`src/rtl/ps2_pkg.sv`:
```
// ---------------------------------------------------------------------------
// ps2_pkg
// Constants and helpers shared by the PS/2 keyboard receive path.
//   PS2_BREAK       : break (key release) prefix byte
//   PS2_EXT         : extended-key prefix byte
//   PS2_FRAME_BITS  : start + 8 data + parity + stop
//   byte_kind_e     : classification of a received byte
//   classify_byte() : maps a byte to its byte_kind_e
//   frame_ok()      : start/stop/odd-parity check of a complete frame
// ---------------------------------------------------------------------------
package ps2_pkg;

    localparam logic [7:0] PS2_BREAK      = 8'hF0;
    localparam logic [7:0] PS2_EXT        = 8'hE0;
    localparam int         PS2_FRAME_BITS = 11;
    localparam int         PS2_CNT_W      = 4;

    typedef enum logic [1:0] {
        BYTE_CODE  = 2'd0,
        BYTE_BREAK = 2'd1,
        BYTE_EXT   = 2'd2
    } byte_kind_e;

    function automatic byte_kind_e classify_byte(input logic [7:0] b);
        byte_kind_e kind;
        kind = BYTE_CODE;
        if (b == PS2_BREAK) begin
            kind = BYTE_BREAK;
        end else if (b == PS2_EXT) begin
            kind = BYTE_EXT;
        end
        return kind;
    endfunction

    // Data bits plus parity must carry an odd number of ones.
    function automatic logic frame_ok(input logic [PS2_FRAME_BITS-1:0] f);
        return (f[0] == 1'b0) && (f[PS2_FRAME_BITS-1] == 1'b1) && (^f[9:1]);
    endfunction

endpackage

```
`src/rtl/ps2_rx.sv`:
```
// ---------------------------------------------------------------------------
// ps2_rx
// PS/2 frame receiver: synchronizes the device clock/data, detects falling
// edges of the device clock, shifts in an 11-bit frame, checks it and emits
// the data byte with a one-cycle valid strobe. A partial frame is abandoned
// when no falling edge arrives for TIMEOUT_CYCLES clk cycles.
// Ports:
//   clk, rst_n      : system clock, async active-low reset
//   i_ps2_clk       : PS/2 device clock (asynchronous)
//   i_ps2_data      : PS/2 device data (asynchronous)
//   o_byte[7:0]     : last valid received byte
//   o_byte_valid    : one-cycle strobe, o_byte holds a new valid byte
// ---------------------------------------------------------------------------
module ps2_rx
    import ps2_pkg::*;
#(
    parameter int TIMEOUT_CYCLES = 50000
) (
    input  logic       clk,
    input  logic       rst_n,
    input  logic       i_ps2_clk,
    input  logic       i_ps2_data,
    output logic [7:0] o_byte,
    output logic       o_byte_valid
);

    localparam int TMR_W = $clog2(TIMEOUT_CYCLES + 1);
    localparam logic [PS2_CNT_W-1:0] LAST_BIT = PS2_CNT_W'(PS2_FRAME_BITS - 1);

    logic                      r_clk_meta;
    logic                      r_clk_sync;
    logic                      r_clk_prev;
    logic                      r_data_meta;
    logic                      r_data_sync;
    logic [PS2_CNT_W-1:0]      r_bit_cnt;
    // Only bits 0..9 are stored; the stop bit is taken straight from the
    // synchronizer when the frame completes.
    logic [PS2_FRAME_BITS-2:0] r_frame;
    logic [TMR_W-1:0]          r_timer;
    logic [7:0]                r_byte;
    logic                      r_byte_valid;

    logic                      w_fall;
    logic                      w_last;
    logic                      w_timeout;
    logic [PS2_FRAME_BITS-1:0] w_frame_full;

    assign w_fall       = r_clk_prev & ~r_clk_sync;
    assign w_last       = (r_bit_cnt == LAST_BIT);
    assign w_timeout    = (r_bit_cnt != '0) && (r_timer == '0);
    assign w_frame_full = {r_data_sync, r_frame};

    // Synchronizers reset to 1 so an idle bus does not look like an edge.
    always_ff @(posedge clk or negedge rst_n) begin
        if (!rst_n) begin
            r_clk_meta  <= 1'b1;
            r_clk_sync  <= 1'b1;
            r_clk_prev  <= 1'b1;
            r_data_meta <= 1'b1;
            r_data_sync <= 1'b1;
        end else begin
            r_clk_meta  <= i_ps2_clk;
            r_clk_sync  <= r_clk_meta;
            r_clk_prev  <= r_clk_sync;
            r_data_meta <= i_ps2_data;
            r_data_sync <= r_data_meta;
        end
    end

    always_ff @(posedge clk or negedge rst_n) begin
        if (!rst_n) begin
            r_bit_cnt    <= '0;
            r_frame      <= '0;
            r_timer      <= '0;
            r_byte       <= 8'h00;
            r_byte_valid <= 1'b0;
        end else begin
            r_byte_valid <= 1'b0;
            if (w_fall) begin
                r_timer <= TMR_W'(TIMEOUT_CYCLES);
                if ((r_bit_cnt == '0) && r_data_sync) begin
                    // Not a start bit: stay idle and wait for a real one.
                    r_bit_cnt <= '0;
                end else if (w_last) begin
                    r_bit_cnt <= '0;
                    if (frame_ok(w_frame_full)) begin
                        r_byte       <= w_frame_full[8:1];
                        r_byte_valid <= 1'b1;
                    end
                end else begin
                    r_frame[r_bit_cnt] <= r_data_sync;
                    r_bit_cnt          <= r_bit_cnt + PS2_CNT_W'(1);
                end
            end else if (w_timeout) begin
                r_bit_cnt <= '0;
                r_frame   <= '0;
            end else if (r_bit_cnt != '0) begin
                r_timer <= r_timer - TMR_W'(1);
            end
        end
    end

    assign o_byte       = r_byte;
    assign o_byte_valid = r_byte_valid;

endmodule

```
`src/rtl/ps2_keyboard_driver.sv`:
```
// ---------------------------------------------------------------------------
// ps2_keyboard_driver
// PS/2 keyboard front end: receives bytes through ps2_rx, folds the break
// (F0) and extended (E0) prefixes into flags, and presents each completed
// key event on data/rls_out/xpd_out with a one-cycle done strobe.
// Ports:
//   clk, rst_n  : system clock, async active-low reset
//   ps2k_clk    : PS/2 device clock (asynchronous)
//   ps2k_data   : PS/2 device data (asynchronous)
//   rls_out     : key event is a release
//   done        : one-cycle strobe, a new key event is on the outputs
//   xpd_out     : key event is an extended (E0) key
//   data[7:0]   : scan code of the last key event
// ---------------------------------------------------------------------------
module ps2_keyboard_driver
    import ps2_pkg::*;
#(
    parameter int TIMEOUT_CYCLES = 50000
) (
    input  logic       clk,
    input  logic       rst_n,
    input  logic       ps2k_clk,
    input  logic       ps2k_data,
    output logic       rls_out,
    output logic       done,
    output logic       xpd_out,
    output logic [7:0] data
);

    logic [7:0] w_byte;
    logic       w_byte_valid;

    logic       r_rls_flag;
    logic       r_ext_flag;
    logic [7:0] r_data;
    logic       r_rls;
    logic       r_xpd;
    logic       r_done;

    ps2_rx #(
        .TIMEOUT_CYCLES (TIMEOUT_CYCLES)
    ) u_rx (
        .clk          (clk),
        .rst_n        (rst_n),
        .i_ps2_clk    (ps2k_clk),
        .i_ps2_data   (ps2k_data),
        .o_byte       (w_byte),
        .o_byte_valid (w_byte_valid)
    );

    // Prefix flags only ever change on a valid byte, so a bad frame or a
    // timeout leaves any pending prefix in place for the next key code.
    always_ff @(posedge clk or negedge rst_n) begin
        if (!rst_n) begin
            r_rls_flag <= 1'b0;
            r_ext_flag <= 1'b0;
            r_data     <= 8'h00;
            r_rls      <= 1'b0;
            r_xpd      <= 1'b0;
            r_done     <= 1'b0;
        end else begin
            r_done <= 1'b0;
            if (w_byte_valid) begin
                case (classify_byte(w_byte))
                    BYTE_BREAK: r_rls_flag <= 1'b1;
                    BYTE_EXT:   r_ext_flag <= 1'b1;
                    default: begin
                        r_data     <= w_byte;
                        r_rls      <= r_rls_flag;
                        r_xpd      <= r_ext_flag;
                        r_done     <= 1'b1;
                        r_rls_flag <= 1'b0;
                        r_ext_flag <= 1'b0;
                    end
                endcase
            end
        end
    end

    assign data    = r_data;
    assign rls_out = r_rls;
    assign xpd_out = r_xpd;
    assign done    = r_done;

endmodule

```
`config.mk`:
```
export PLATFORM = sky130hd
export DESIGN_NAME = ps2_keyboard_driver
export DESIGN_NICKNAME = d
export VERILOG_FILES = /design/src/rtl/ps2_pkg.sv /design/src/rtl/ps2_rx.sv /design/src/rtl/ps2_keyboard_driver.sv
export SDC_FILE = /design/constraint.sdc
export NUM_CORES = 1
export LEC_CHECK = 0
export BUFFER_PORTS_ARGS = -buffer_cell sky130_fd_sc_hd__buf_2
export CORE_MARGIN = 2
export CORE_UTILIZATION = 40
export CTS_CLUSTER_DIAMETER = 50
export DETAILED_ROUTE_END_ITERATION = 6
export GPL_TIMING_DRIVEN = 1
export PLACE_DENSITY_LB_ADDON = 0.1
export SLEW_MARGIN = 10
export SYNTH_ARGS = -nofsm -noshare
export SYNTH_HDL_FRONTEND = slang
export SYNTH_SLANG_ARGS = --single-unit
```
`constraint.sdc`:
```
create_clock -name clk -period 2.8 [get_ports clk]
set_input_delay 0.14 -clock clk [delete_from_list [all_inputs] [get_ports clk]]
set_output_delay 0.14 -clock clk [all_outputs]
set_load 0.05 [all_outputs]
```
==> impl_summary.txt <==
----------------------------------------------------
[Power and ir drop]
  Register share of total power ... 0.420
  Cell leakage power ... 1.388 nW
  Part of the power in the clock network ... 0.337
  Relative contribution of combinational cells to total power ... 0.242
  Fraction of power spent switching nets ... 0.3334
  Worst IR Drop VDD ... 0.3619 mV
  Sum of internal, switching and leakage power ... 2.545 mW
  PwrDens ... 833.6 nW/um^2
  Internal power contribution ... 1.697 mW
  Net switching component of the power ... 848.4 uW

[Global routing]
  First-pass GRT wire length ... 8942 um
  Pin count of the biggest net entering global routing ... 36
  Total grt overflow ... 0
  Vias in the first global route ... 1798
  Global-route usage over all layers ... 0.1595
  Antenna violations before repair ... 0

[CTS]
  Number of gates given a new drive strength after cts ... 0
  Inserted Clock Buffers ... 9
  Post-CTS setup-driven buffer insertion count ... 0
  Clock tree from TritonCTS ... done
  Number of clock sinks ... 57
  Clock latency on the worst-skew pair ... 0.35 ns
  Clk slew on worst S/H paths ... 0.07 ns
  Maximum level of the CTS H-tree ... 3
  CTS root buffer ... clkbuf_8
  Max Root-Sink Buffers ... 2

[Synthesis]
  Count of flip-flops with a built-in enable after synthesis ... 0
  Most area-consuming cells after synthesis ... dfrtp_1 (49%), dfstp_2 (5.0%), nand2_1 (5.0%)
  Sequential fraction of the synthesis area ... 0.5416
  Cell Area, Synth ... 2645 um^2
  Most frequently used flop master after synthesis ... dfrtp_1
  Async set or reset register ratio after synthesis ... 1.000
  Post-Synthesis Net Count ... 267
  Post-synth top area share ... 0.4920
  Synth Register Bits ... 57
  Distinct cells, synth ... 46
  Avg Synthesized Cell Area ... 10.13 um^2
  Synth Instances ... 261
  Top cell type by total area after synthesis ... dfrtp_1
  Number of warnings issued by yosys ... 0

[Layout]
  # diodes ... 0
  Fraction of layout cells with a size suffix above 1 ... 0.1958
  Number of nets in the layout ... 287
  Growth of design area from synthesis to finish ... 15.42%
  Fill count ... 623
  Core Util, Final ... 0.4781
  Final instance area ... 3053 um^2

[Routing]
  Wirelength, routed ... 5142 um
  Total via count in the routed design ... 1901
  Number of antenna-violating nets in the routed design ... 0
  Starting DRT DRC Count ... 79
  Routed wire length on met2 ... 2321 um
  Highest Signal Layer ... met4
  Met3 Routed Length ... 156 um
  Metal1 wirelength ... 2572 um
  Drc violations ... 0
  Number of detailed-routing iterations run before antenna repair ... 4
  Wire length per cell after detailed routing ... 14.17 um
  Ratio of routed vias to standard cells ... 5.237

[Timing]
  Max Clk Rate ... 0.4222 GHz
  Skew final ... 0.01036 ns
  Hold Vio Cnt, Final ... 0
  Final setup TNS ... 0 ns
  Final max-slew violation count ... 0
  Setup violation total in the final timing report ... 0
  Setup repair after global routing missed its margin ... no
  Post-layout minimum cycle time ... 2.368 ns
  Measured slew at the worst slew-check pin ... 0.8018 ns
  Slew margin rel. ... 0.4654
  Share of the cycle needed by the critical path after routing ... 0.8458
  Setup WS post-layout ... 0.4316 ns

[Hold path]
  Hold crit path type ... in -> async

[Die]
  Die outline width ... 85.32 um
  Count of boundary I/O pins ... 15
  Starting utilization of the core area ... 0.4142
  Floorplan Core Area ... 6386 um^2
  Die footprint ... 7279 um^2
  Core Rows ... 29
  Vertical die dimension ... 85.32 um

[Critical path]
  Arrival time worst endpoint ... 2.59 ns
  Origin of the worst setup path ... u_rx.r_timer[3]
  Delay contributed by the slowest stage of the critical path ... 0.70 ns
  Startpoint of the most critical register-to-register path ... u_rx.r_timer[3]
  Crit-path most repeated cell ... o21ai_0
  Category of the critical setup timing path ... reg -> reg
  Top cell family by delay on the critical path ... simple AND/OR/NAND/NOR gates
  Critical path's slowest cell ... or4_1
  Startpoint type of the worst setup path ... flop
  Critical Path Fanout Max ... 9
  Combined buffer and inverter count along the critical path ... 0
  List of cells traversed by the critical path ... or4_1 -> nor4_4 -> a22oi_1 -> o21ai_0 -> o21ai_0
  Req. time, crit path ... 3.02 ns
  Critical path endpoint category ... flop

[Run]
  Maxcap violations ... 0

[Status]
  Result of the run ... completed

[Place]
  DPL Wire Length ... 3543 um
  IO Port Bufs ... 14
  Placed Area ... 2804 um^2
  Pre-CTS setup slack ... 0.4494 ns
  Routability Congestion ... 0.7316

----------------------------------------------------
## metrics by stage
stage | std cells | hold WS [ns]
global route | 363 | 0.3400
floorplan | 261 | -0.1556
CTS | 363 | 0.3133
global placement | 344 | 0.1367
finish | 363 | 0.2912
detailed placement | 344 | 0.1374
## cells in the mapped netlist (all sizes together), types with 5 or more instances
master and n:
a21oi 14, mux2 8, inv 8, nor2 18, dfstp 5, nor3 6, nand2 35, xnor2 6
o21ai 25, nand3 8, clkbuf 9, dfrtp 52, xor2 9
## flip-flops by register name, summed over array words and instances, names as in the netlist, 4 cells and up
| register | count |
|---|---|
| data | 8 |
| u_rx.o_byte | 8 |
| u_rx.r_bit_cnt | 4 |
| u_rx.r_frame | 10 |
| u_rx.r_timer | 16 |
## power by group through the flow
| stage | clock, mW | combinational (mW) | sequential [mW] |
|---|---|---|---|
| global route | 0.912 | 0.708 | 1.09 |
| floorplan | 0 | 0.477 | 1.04 |
| global placement | 0 | 0.613 | 1.08 |
| finish | 0.859 | 0.617 | 1.07 |
| detailed placement | 0 | 0.619 | 1.08 |
| CTS | 0.880 | 0.624 | 1.07 |
## path summary, 6_finish.rpt
check	end	slack, ns	cells after the start
max	u_rx.r_frame[6]	0.43	5
min	data[6]	0.29	2
min reg2reg	u_rx.r_clk_sync	0.36	0
max in group asynchronous	u_rx.r_clk_meta	1.66	3
min in group clk	u_rx.r_clk_sync	0.36	0
max reg2reg	u_rx.r_frame[6]	0.43	5
## cell type report
cell class	instances	area, um^2	area share
well taps	77	96.34	0.03156
flip-flops and latches	57	1433	0.4693
clock inverters	7	95.09	0.03115
repair buffers	22	137.6	0.04508
inverters	9	33.78	0.01107
clock buffers	9	123.9	0.04057
multi-input cells	182	1134	0.3713
## layer usage
layer / track usage / up-vias
li1: - / 965
met1: 0.2155 / 899
met2: 0.2365 / 28
met3: 0.03502 / 9
met4: 0.09091 / 0
met5: 0 / -
## timing repair
action                     4_1_cts  5_1_grt
setup endpoints to repair        0        0
hold endpoints to repair        24        0
hold buffers                     3        0
## layout by cell type (no fill, tap or decap), drive strengths merged, types with 4 or more instances in the layout
| cell type | instances |
|---|---|
| xor2 | 9 |
| clkbuf | 9 |
| nor2b | 4 |
| a21oi | 14 |
| nand3 | 8 |
| xnor2 | 6 |
| nor2 | 18 |
| clkinvlp | 4 |
| o41ai | 4 |
| nor3 | 6 |
| nand2b | 4 |
| o21ai | 25 |
| buf | 19 |
| mux2 | 8 |
| inv | 8 |
| nand2 | 35 |
| dfstp | 5 |
| or4 | 4 |
| dfrtp | 52 |
## kinds of logic (layout without fill, tap and decap cells)
group / Yosys count / count (layout) / synth area share
adders and majority gates: 2 / 2 / 0.009459
xor gates and xnor gates: 16 / 16 / 0.05818
buffers and inverters: 22 / 47 / 0.03263
and+or+nand+nor: 94 / 94 / 0.1802
AOI/OAI and AO/OA: 62 / 62 / 0.1438
DFF: 57 / 57 / 0.5416
muxes: 8 / 8 / 0.03406
(Power assumes the default switching activity.)
